$ cat src/rtl/fg_cfg_writer.sv
// Host-side writer for the function generator's 8 x 8-bit parallel config port.
// Sequences disable, masked register writes and final enable, timed for a synchronizing target.
module fg_cfg_writer #(
  parameter int unsigned SYNC_STAGES  = 2,
  parameter int unsigned CFG_BITWIDTH = 64
) (
  input  logic                    clk_i,
  input  logic                    rstn_i,
  input  logic                    start_i,
  input  logic [CFG_BITWIDTH-1:0] cfg_i,
  input  logic [7:0]              mask_i,
  input  logic                    run_i,
  output logic [7:0]              data_o,
  output logic [2:0]              addr_o,
  output logic                    wr_n_o,
  output logic                    en_n_o,
  output logic                    busy_o,
  output logic                    done_o
);

  localparam int unsigned Settle = SYNC_STAGES + 1;
  localparam int unsigned CntW   = $clog2(Settle + 1);

  typedef enum logic [2:0] {
    StIdle, StDis, StScan, StSetup, StStrb, StHold, StEna, StDone
  } state_e;

  state_e                  state_q, state_d;
  logic [3:0]              idx_q, idx_d;
  logic [CntW-1:0]         cnt_q, cnt_d;
  logic [CFG_BITWIDTH-1:0] cfg_q, cfg_d;
  logic [7:0]              mask_q, mask_d;
  logic                    run_q, run_d;
  logic [7:0]              data_q, data_d;
  logic [2:0]              addr_q, addr_d;
  logic                    en_n_q, en_n_d;
  logic                    wr_n_q, wr_n_d;
  logic                    busy_q, busy_d;
  logic                    done_q, done_d;
  logic                    settled;
  logic [2:0]              rev_idx;

  assign settled = (cnt_q == CntW'(Settle - 1));
  // Mask is MSB-first like the image: mask bit 7 and cfg[63:56] both belong to CR0.
  assign rev_idx = 3'd7 - idx_q[2:0];

  always_comb begin
    state_d = state_q;
    idx_d   = idx_q;
    cnt_d   = cnt_q;
    cfg_d   = cfg_q;
    mask_d  = mask_q;
    run_d   = run_q;
    data_d  = data_q;
    addr_d  = addr_q;
    en_n_d  = en_n_q;
    unique case (state_q)
      StIdle: begin
        if (start_i) begin
          cfg_d   = cfg_i;
          mask_d  = mask_i;
          run_d   = run_i;
          idx_d   = 4'd0;
          cnt_d   = '0;
          en_n_d  = 1'b1;
          state_d = StDis;
        end
      end
      StDis: begin
        if (settled) begin
          cnt_d   = '0;
          state_d = StScan;
        end else begin
          cnt_d = cnt_q + 1'b1;
        end
      end
      StScan: begin
        if (idx_q == 4'd8) begin
          en_n_d  = ~run_q;
          cnt_d   = '0;
          state_d = StEna;
        end else if (!mask_q[rev_idx]) begin
          idx_d = idx_q + 4'd1;
        end else begin
          addr_d  = idx_q[2:0];
          data_d  = cfg_q[{rev_idx, 3'b000} +: 8];
          state_d = StSetup;
        end
      end
      StSetup: begin
        cnt_d   = '0;
        state_d = StStrb;
      end
      StStrb: begin
        if (settled) begin
          cnt_d   = '0;
          state_d = StHold;
        end else begin
          cnt_d = cnt_q + 1'b1;
        end
      end
      StHold: begin
        if (settled) begin
          cnt_d   = '0;
          idx_d   = idx_q + 4'd1;
          state_d = StScan;
        end else begin
          cnt_d = cnt_q + 1'b1;
        end
      end
      StEna: begin
        if (settled) begin
          cnt_d   = '0;
          state_d = StDone;
        end else begin
          cnt_d = cnt_q + 1'b1;
        end
      end
      StDone:  state_d = StIdle;
      default: state_d = StIdle;
    endcase
    // Strobe and status are registered from the next state so they stay glitch-free.
    wr_n_d = (state_d != StStrb);
    busy_d = (state_d != StIdle) && (state_d != StDone);
    done_d = (state_d == StDone);
  end

  always_ff @(posedge clk_i) begin
    if (!rstn_i) begin
      state_q <= StIdle;
      idx_q   <= 4'd0;
      cnt_q   <= '0;
      cfg_q   <= '0;
      mask_q  <= 8'd0;
      run_q   <= 1'b0;
      data_q  <= 8'd0;
      addr_q  <= 3'd0;
      en_n_q  <= 1'b1;
      wr_n_q  <= 1'b1;
      busy_q  <= 1'b0;
      done_q  <= 1'b0;
    end else begin
      state_q <= state_d;
      idx_q   <= idx_d;
      cnt_q   <= cnt_d;
      cfg_q   <= cfg_d;
      mask_q  <= mask_d;
      run_q   <= run_d;
      data_q  <= data_d;
      addr_q  <= addr_d;
      en_n_q  <= en_n_d;
      wr_n_q  <= wr_n_d;
      busy_q  <= busy_d;
      done_q  <= done_d;
    end
  end

  assign data_o = data_q;
  assign addr_o = addr_q;
  assign wr_n_o = wr_n_q;
  assign en_n_o = en_n_q;
  assign busy_o = busy_q;
  assign done_o = done_q;

endmodule

$ cat config.mk
export PLATFORM = sky130hd
export DESIGN_NAME = fg_cfg_writer
export DESIGN_NICKNAME = d
export VERILOG_FILES = /design/src/rtl/fg_cfg_writer.sv
export SDC_FILE = /design/constraint.sdc
export NUM_CORES = 1
export LEC_CHECK = 0
export BUFFER_PORTS_ARGS = -buffer_cell sky130_fd_sc_hd__buf_2
export CAP_MARGIN = 20
export CORE_MARGIN = 2
export CORE_UTILIZATION = 50
export CTS_CLUSTER_SIZE = 24
export DETAILED_ROUTE_END_ITERATION = 12
export GPL_ROUTABILITY_DRIVEN = 0
export GPL_TIMING_DRIVEN = 0
export PLACE_DENSITY = 0.82
export SYNTH_ARGS = -nofsm -noshare
export SYNTH_HDL_FRONTEND = slang
export SYNTH_SLANG_ARGS = --single-unit
$ cat constraint.sdc
create_clock -name clk_i -period 3 [get_ports clk_i]
set_input_delay 0.45 -clock clk_i [delete_from_list [all_inputs] [get_ports clk_i]]
set_output_delay 0.45 -clock clk_i [all_outputs]
set_load 0.005 [all_outputs]
# Word level (Yosys, flattened, before mapping)
# Index checks and enable logic that the tools add are counted.
[word_totals] reg_bits=97 input_bits=76 out_inout_bits=15 wordCells=70
[classes] n_addsub=3 magnitude_cmp=1 eq_ne=17 n_shift=1 n_mux=21 n_bitwise=2 n_reduce_logical=13
[ops] operator="64-bit by 7-bit variable part select with 8-bit output" n=1
[ops] operator="3-bit case mux with 7 select lines" n=1
[ops] operator="3-bit 2-to-1 mux" n=6
[ops] operator="4-bit 2-to-1 mux" n=4
[ops] operator="3-bit == test, second input constant" n=5
[ops] operator="4-bit case mux with 3 select lines" n=1
[ops] operator="2-bit != test, second input constant" n=5
[ops] operator="3-bit AND reduction" n=3
[ops] operator="2-bit case mux with 4 select lines" n=1
[ops] operator="3-bit by 2-bit == test with 1-bit output, second input constant" n=2
[ops] operator="2-bit 2-to-1 mux" n=3
[ops] operator="3-bit != test, second input constant" n=2
[ops] operator="3-bit nonzero test" n=2
[ops] operator="5-bit AND reduction" n=1
[ops] operator="4-bit by 1-bit adder with 4-bit output, second input constant" n=1
[ops] operator="4-bit == test, second input constant" n=1
[ops] operator="3-bit by 4-bit less-than comparator with 1-bit output, second input constant" n=1
[ops] operator="4-bit nonzero test" n=1
[ops] operator="4-bit OR reduction" n=1
[ops] operator="1-bit binary-select mux with 3-bit select" n=1
[ops] operator="3-bit by 1-bit == test with 1-bit output, second input constant" n=1
[ops] operator="3-bit logical NOT" n=1
[ops] operator="1-bit 2-to-1 mux" n=3
[ops] operator="3-bit subtractor, first input constant" n=1
[ops] operator="8 further kinds" n=9

# Longest topological paths before layout
[logic_depth] depth_word=8 mapped_depth=8 ltp_nobuf=7

# Least setup slack after synthesis
# Ideal clock, no wire load.
[synth_path] kind="reg2reg" startpoint="register idx_q[0]" endpoint="register data_q[1], in the netlist data_o[1]" setup_time_ns=0.123 arrival_time_ns=1.576 required_time_ns=2.877 path_slack_ns=1.302 path_stages_with_launch=7 n_path_buf=2 synth_period_minus_slack_ns=1.698 path_cell_list="dfxtp_1 buf_4 buf_2 mux4_2 mux2_2 nand2_1 o21ai_0"
[synth_via] elab_chain_cells=4 word_cells_on_any_way=7 cone_classes="add/sub: 1; eq/ne: 1; shift: 1; mux: 2; bitwise: 1; reduce/logical: 1"
[synth_lines] item="start: declaration" line="29" source="logic [3:0] idx_q, idx_d;"
[synth_lines] item="start signal: assignment" line="144" source="idx_q <= idx_d;"
[synth_lines] item="branches (longest 4 deep; another with 3-bit subtractor)"
[synth_lines] item="end signal: assignment" line="149" source="data_q <= data_d;"
[synth_lines] item="end: declaration" line="34" source="logic [7:0] data_q, data_d;"
# Parallel ways; which one is timed is not known. The select of a mux whose other input is x is not followed.
# A chain may end at the register's enable or synchronous reset.

# Worst setup path in the final report
[layout_path] startpoint="register idx_q[1]" endpoint="register data_q[4], in the netlist data_o[4]"
# The elaborated chain is that of the path after synthesis.

==> key figures <==
Floorplanning
  • Core ar.: 8593 µm²
  • IO Count: 91
  • Chip Width: 97.67 µm
  • Die height: 97.67 µm
  • Rows: 34
  • Die area: 9538 µm²
  • Starting density of the core: 0.5105

CTS
  • Post CTS Setup Buffer Count: 0
  • CTS tree: done
  • CTS Buf Count: 9
  • Cts repair resizes: 0
  • Worst-path clk slew: 0.09 ns
  • CTS sink cnt: 97
  • Root buffer cell: clkbuf_8
  • Cts hold-fix bufs: 0
  • Worst-Skew Late Latency: 0.36 ns
  • H-tree depth: 3
  • Clock tree buffer depth: 2

Layout
  • Layout cells sized above 1: 0.2741
  • Area growth, synth to finish: 17.28%
  • Layout net count: between 600 and 700
  • Fin util: 0.5987
  • Ant diodes: 0

Worst hold path
  • Worst hold path type: in -> reg
  • Hold Crit Depth: 3
  • Hold_sp: cfg_i[28]
  • Hold Path Sink: cfg_q[28]

Placed design
  • IO Port Bufs: 90
  • Placed wire-length estimate: about 8.3 mm

Timing
  • Max-slew violation count: 0
  • Final setup fails: 0
  • Final period util: 0.6858
  • Tmin final: around 2 ns
  • Final hold vios: 0
  • Least-Margin Pin Slew: 0.5535 ns
  • Setup TNS: 0 ns
  • RSZ-0062 raised after global routing: no
  • Clock Skews: 0.007353 ns
  • Achievable Freq: 486.0 MHz
  • Slew headroom: 0.6310

Routing
  • DRC Markers: 0
  • Drt pass-1 iters: 7
  • Iteration-0 DRC Markers: 198
  • Post-DRT Antenna Nets: 0
  • Final wirelength: 11.19 mm
  • Routed WL per cell: 16.00 µm
  • Via total after detailed routing: 3788
  • Vias/cell: about 5.4

Worst setup path
  • Critical path class: reg -> reg
  • Arr. time, crit path: between 2 and 2.5 ns
  • Setup slack, reg-to-reg: between 0.9 and 1 ns
  • CP required: approximately 3.3 ns
  • Worst R2R Path Depth: 7
  • Critical R2R Launch: idx_q[1]
  • CP startpoint kind: register
  • Worst r2r dst: data_o[4]
  • Crit end category: register
  • Critical Path Fanout Max: 10

Yosys
  • Register bit total from synthesis: 97
  • Mapped Nets: 563
  • Synth Warn #: 0
  • Netlist cell types: 47
  • Synthesized area: 4387 µm²
  • Cells after Synth: ~490
  • Syn_area_per_cell: 9.045 µm²
  • Post-synthesis sequential area ratio: 0.4427
  • Predominant post-synthesis flop cell: dfxtp_1
  • Synth async-reset ratio: 0
  • Post-synth EDFFs: 0

Run
  • Max cap viols: 0

Global routing
  • Total track usage: 0.2405
  • First-pass GRT wire length: 18.04 mm
  • Number of global-route vias before repair: 3762
  • Global route overflow: 0
  • Initial antenna violation count: 0
  • Pin count of the biggest net entering global routing: 16

Pwr
  • VDD IR max: 0.0002461 V
  • Leakage: 0.002045 µW
  • Pwr/cell area: 486.6 nW/µm²
  • Power, Total: 2503 µW

Status
  • Status: completed
[power breakdown]
group | internal (µW) | total [µW] | switching, µW
registers | 1350 | 1390 | 36.4
logic | 154 | 341 | 187
clock network | 322 | 774 | 452
total | 1830 | 2500 | 675
[metrics by stage]
stage / instances / instance area, µm² / hold slack [ns] / setup slack [ns]
finish: 699 / 5145 / 0.3206 / 0.9426
CTS: 699 / 5145 / 0.3149 / 0.9546
detailed placement: 683 / 4972 / 0.4479 / 0.9833
global route: 699 / 5145 / 0.3299 / 0.7843
global placement: 683 / 4972 / 0.4465 / 1.009
floorplan: 485 / 4387 / 0.4386 / 1.302
[layer usage]
layer  routed length (µm)  up-vias  track usage
met5                    0        -            0
met4                  207        0      0.08333
met3                  701       18      0.03885
met2                 5498      146       0.4095
met1                 4779     1779       0.3103
li1                     -     1845            -
[worst max-delay path, stage by stage, from the launching register on]
cell,delay (ns)
dfxtp_1,0.38
buf_6,0.14
buf_2,0.28
buf_2,0.34
mux4_2,0.34
mux2_2,0.28
nand2_1,0.11
o21ai_0,0.08
[cell families (layout without fill, tap and decap cells)]
kind of cell / Yosys count / count (layout) / synth area share
simple gates: 208 / 208 / 0.2017
compound gates: 103 / 103 / 0.1820
flops: 97 / 97 / 0.4427
buf+inv: 44 / 150 / 0.04763
mux: 29 / 29 / 0.1164
fa+ha+maj: 2 / 2 / 0.005704
xor+xnor: 2 / 2 / 0.003994
[layout make-up]
type                    instances  area, µm²
plain buffers                  40      193.9
clock buffers                  11      141.4
clock inverters                 5      31.28
fillers                       766       3448
inverters                       4      15.01
multi-input cells             344       2236
flip-flops and latches         97       1942
well taps                     108      135.1
repair buffers                 90      450.4
[placed cells by master, fill, tap and decap left out, types with 2 or more instances in the layout]
| master | count |
|---|---|
| ha_1 | 2 |
| nand4_1 | 2 |
| clkbuf_8 | 10 |
| o21ai_1 | 3 |
| dfxtp_1 | 97 |
| nor2_1 | 5 |
| buf_2 | 107 |
| nand3_1 | 14 |
| buf_4 | 2 |
| a21oi_1 | 3 |
| inv_1 | 4 |
| mux2i_1 | 3 |
| clkinv_2 | 3 |
| and2_1 | 2 |
| nand2b_1 | 4 |
| mux4_2 | 15 |
| o21ai_0 | 10 |
| nand3b_1 | 4 |
| a21boi_0 | 74 |
| nand2_1 | 165 |
| nor2b_1 | 2 |
| buf_6 | 2 |
| buf_1 | 3 |
| o22ai_1 | 2 |
| clkbuf_1 | 17 |
| mux2_2 | 9 |
| a31oi_4 | 2 |
| xnor2_1 | 2 |
[synthesized netlist by cell type (2+ instances only)]
library cell / number / area, µm²
buf_1: 3 / 11.26
nand3_1: 14 / 70.07
buf_4: 2 / 15.01
xnor2_1: 2 / 17.52
mux2_2: 9 / 101.4
inv_1: 4 / 15.01
nand4_1: 2 / 12.51
nand2_1: 165 / 619.3
and2_1: 2 / 12.51
mux4_2: 15 / 337.8
o21ai_1: 3 / 15.01
mux2i_1: 3 / 30.03
buf_2: 17 / 85.08
nand2b_1: 4 / 25.02
a31oi_4: 2 / 42.54
buf_6: 2 / 22.52
nand3b_1: 4 / 30.03
o21ai_0: 10 / 50.05
a21oi_1: 3 / 15.01
dfxtp_1: 97 / 1942
clkbuf_1: 16 / 60.06
nor2b_1: 2 / 12.51
ha_1: 2 / 25.02
nor2_1: 5 / 18.77
a21boi_0: 74 / 555.5
o22ai_1: 2 / 12.51
[how the worst max path moves through the flow]
stage	from	to	slack, ns
floorplan	idx_q[0]	data_o[1]	1.30
global route	state_q[2]	mask_q[6]	0.78
global placement	idx_q[1]	data_o[4]	1.01
finish	idx_q[1]	data_o[4]	0.94
detailed placement	idx_q[1]	data_o[4]	0.98
CTS	idx_q[1]	data_o[0]	0.95
[sequential cells by signal (all words and copies together) (netlist names)]
| signal | flops |
|---|---|
| addr_o | 3 |
| busy_o | 1 |
| cfg_q | 64 |
| cnt_q | 2 |
| data_o | 8 |
| done_o | 1 |
| en_n_o | 1 |
| idx_q | 4 |
| mask_q | 8 |
| run_q | 1 |
| state_q | 3 |
| wr_n_o | 1 |
Power figures use the tool's default switching activity.
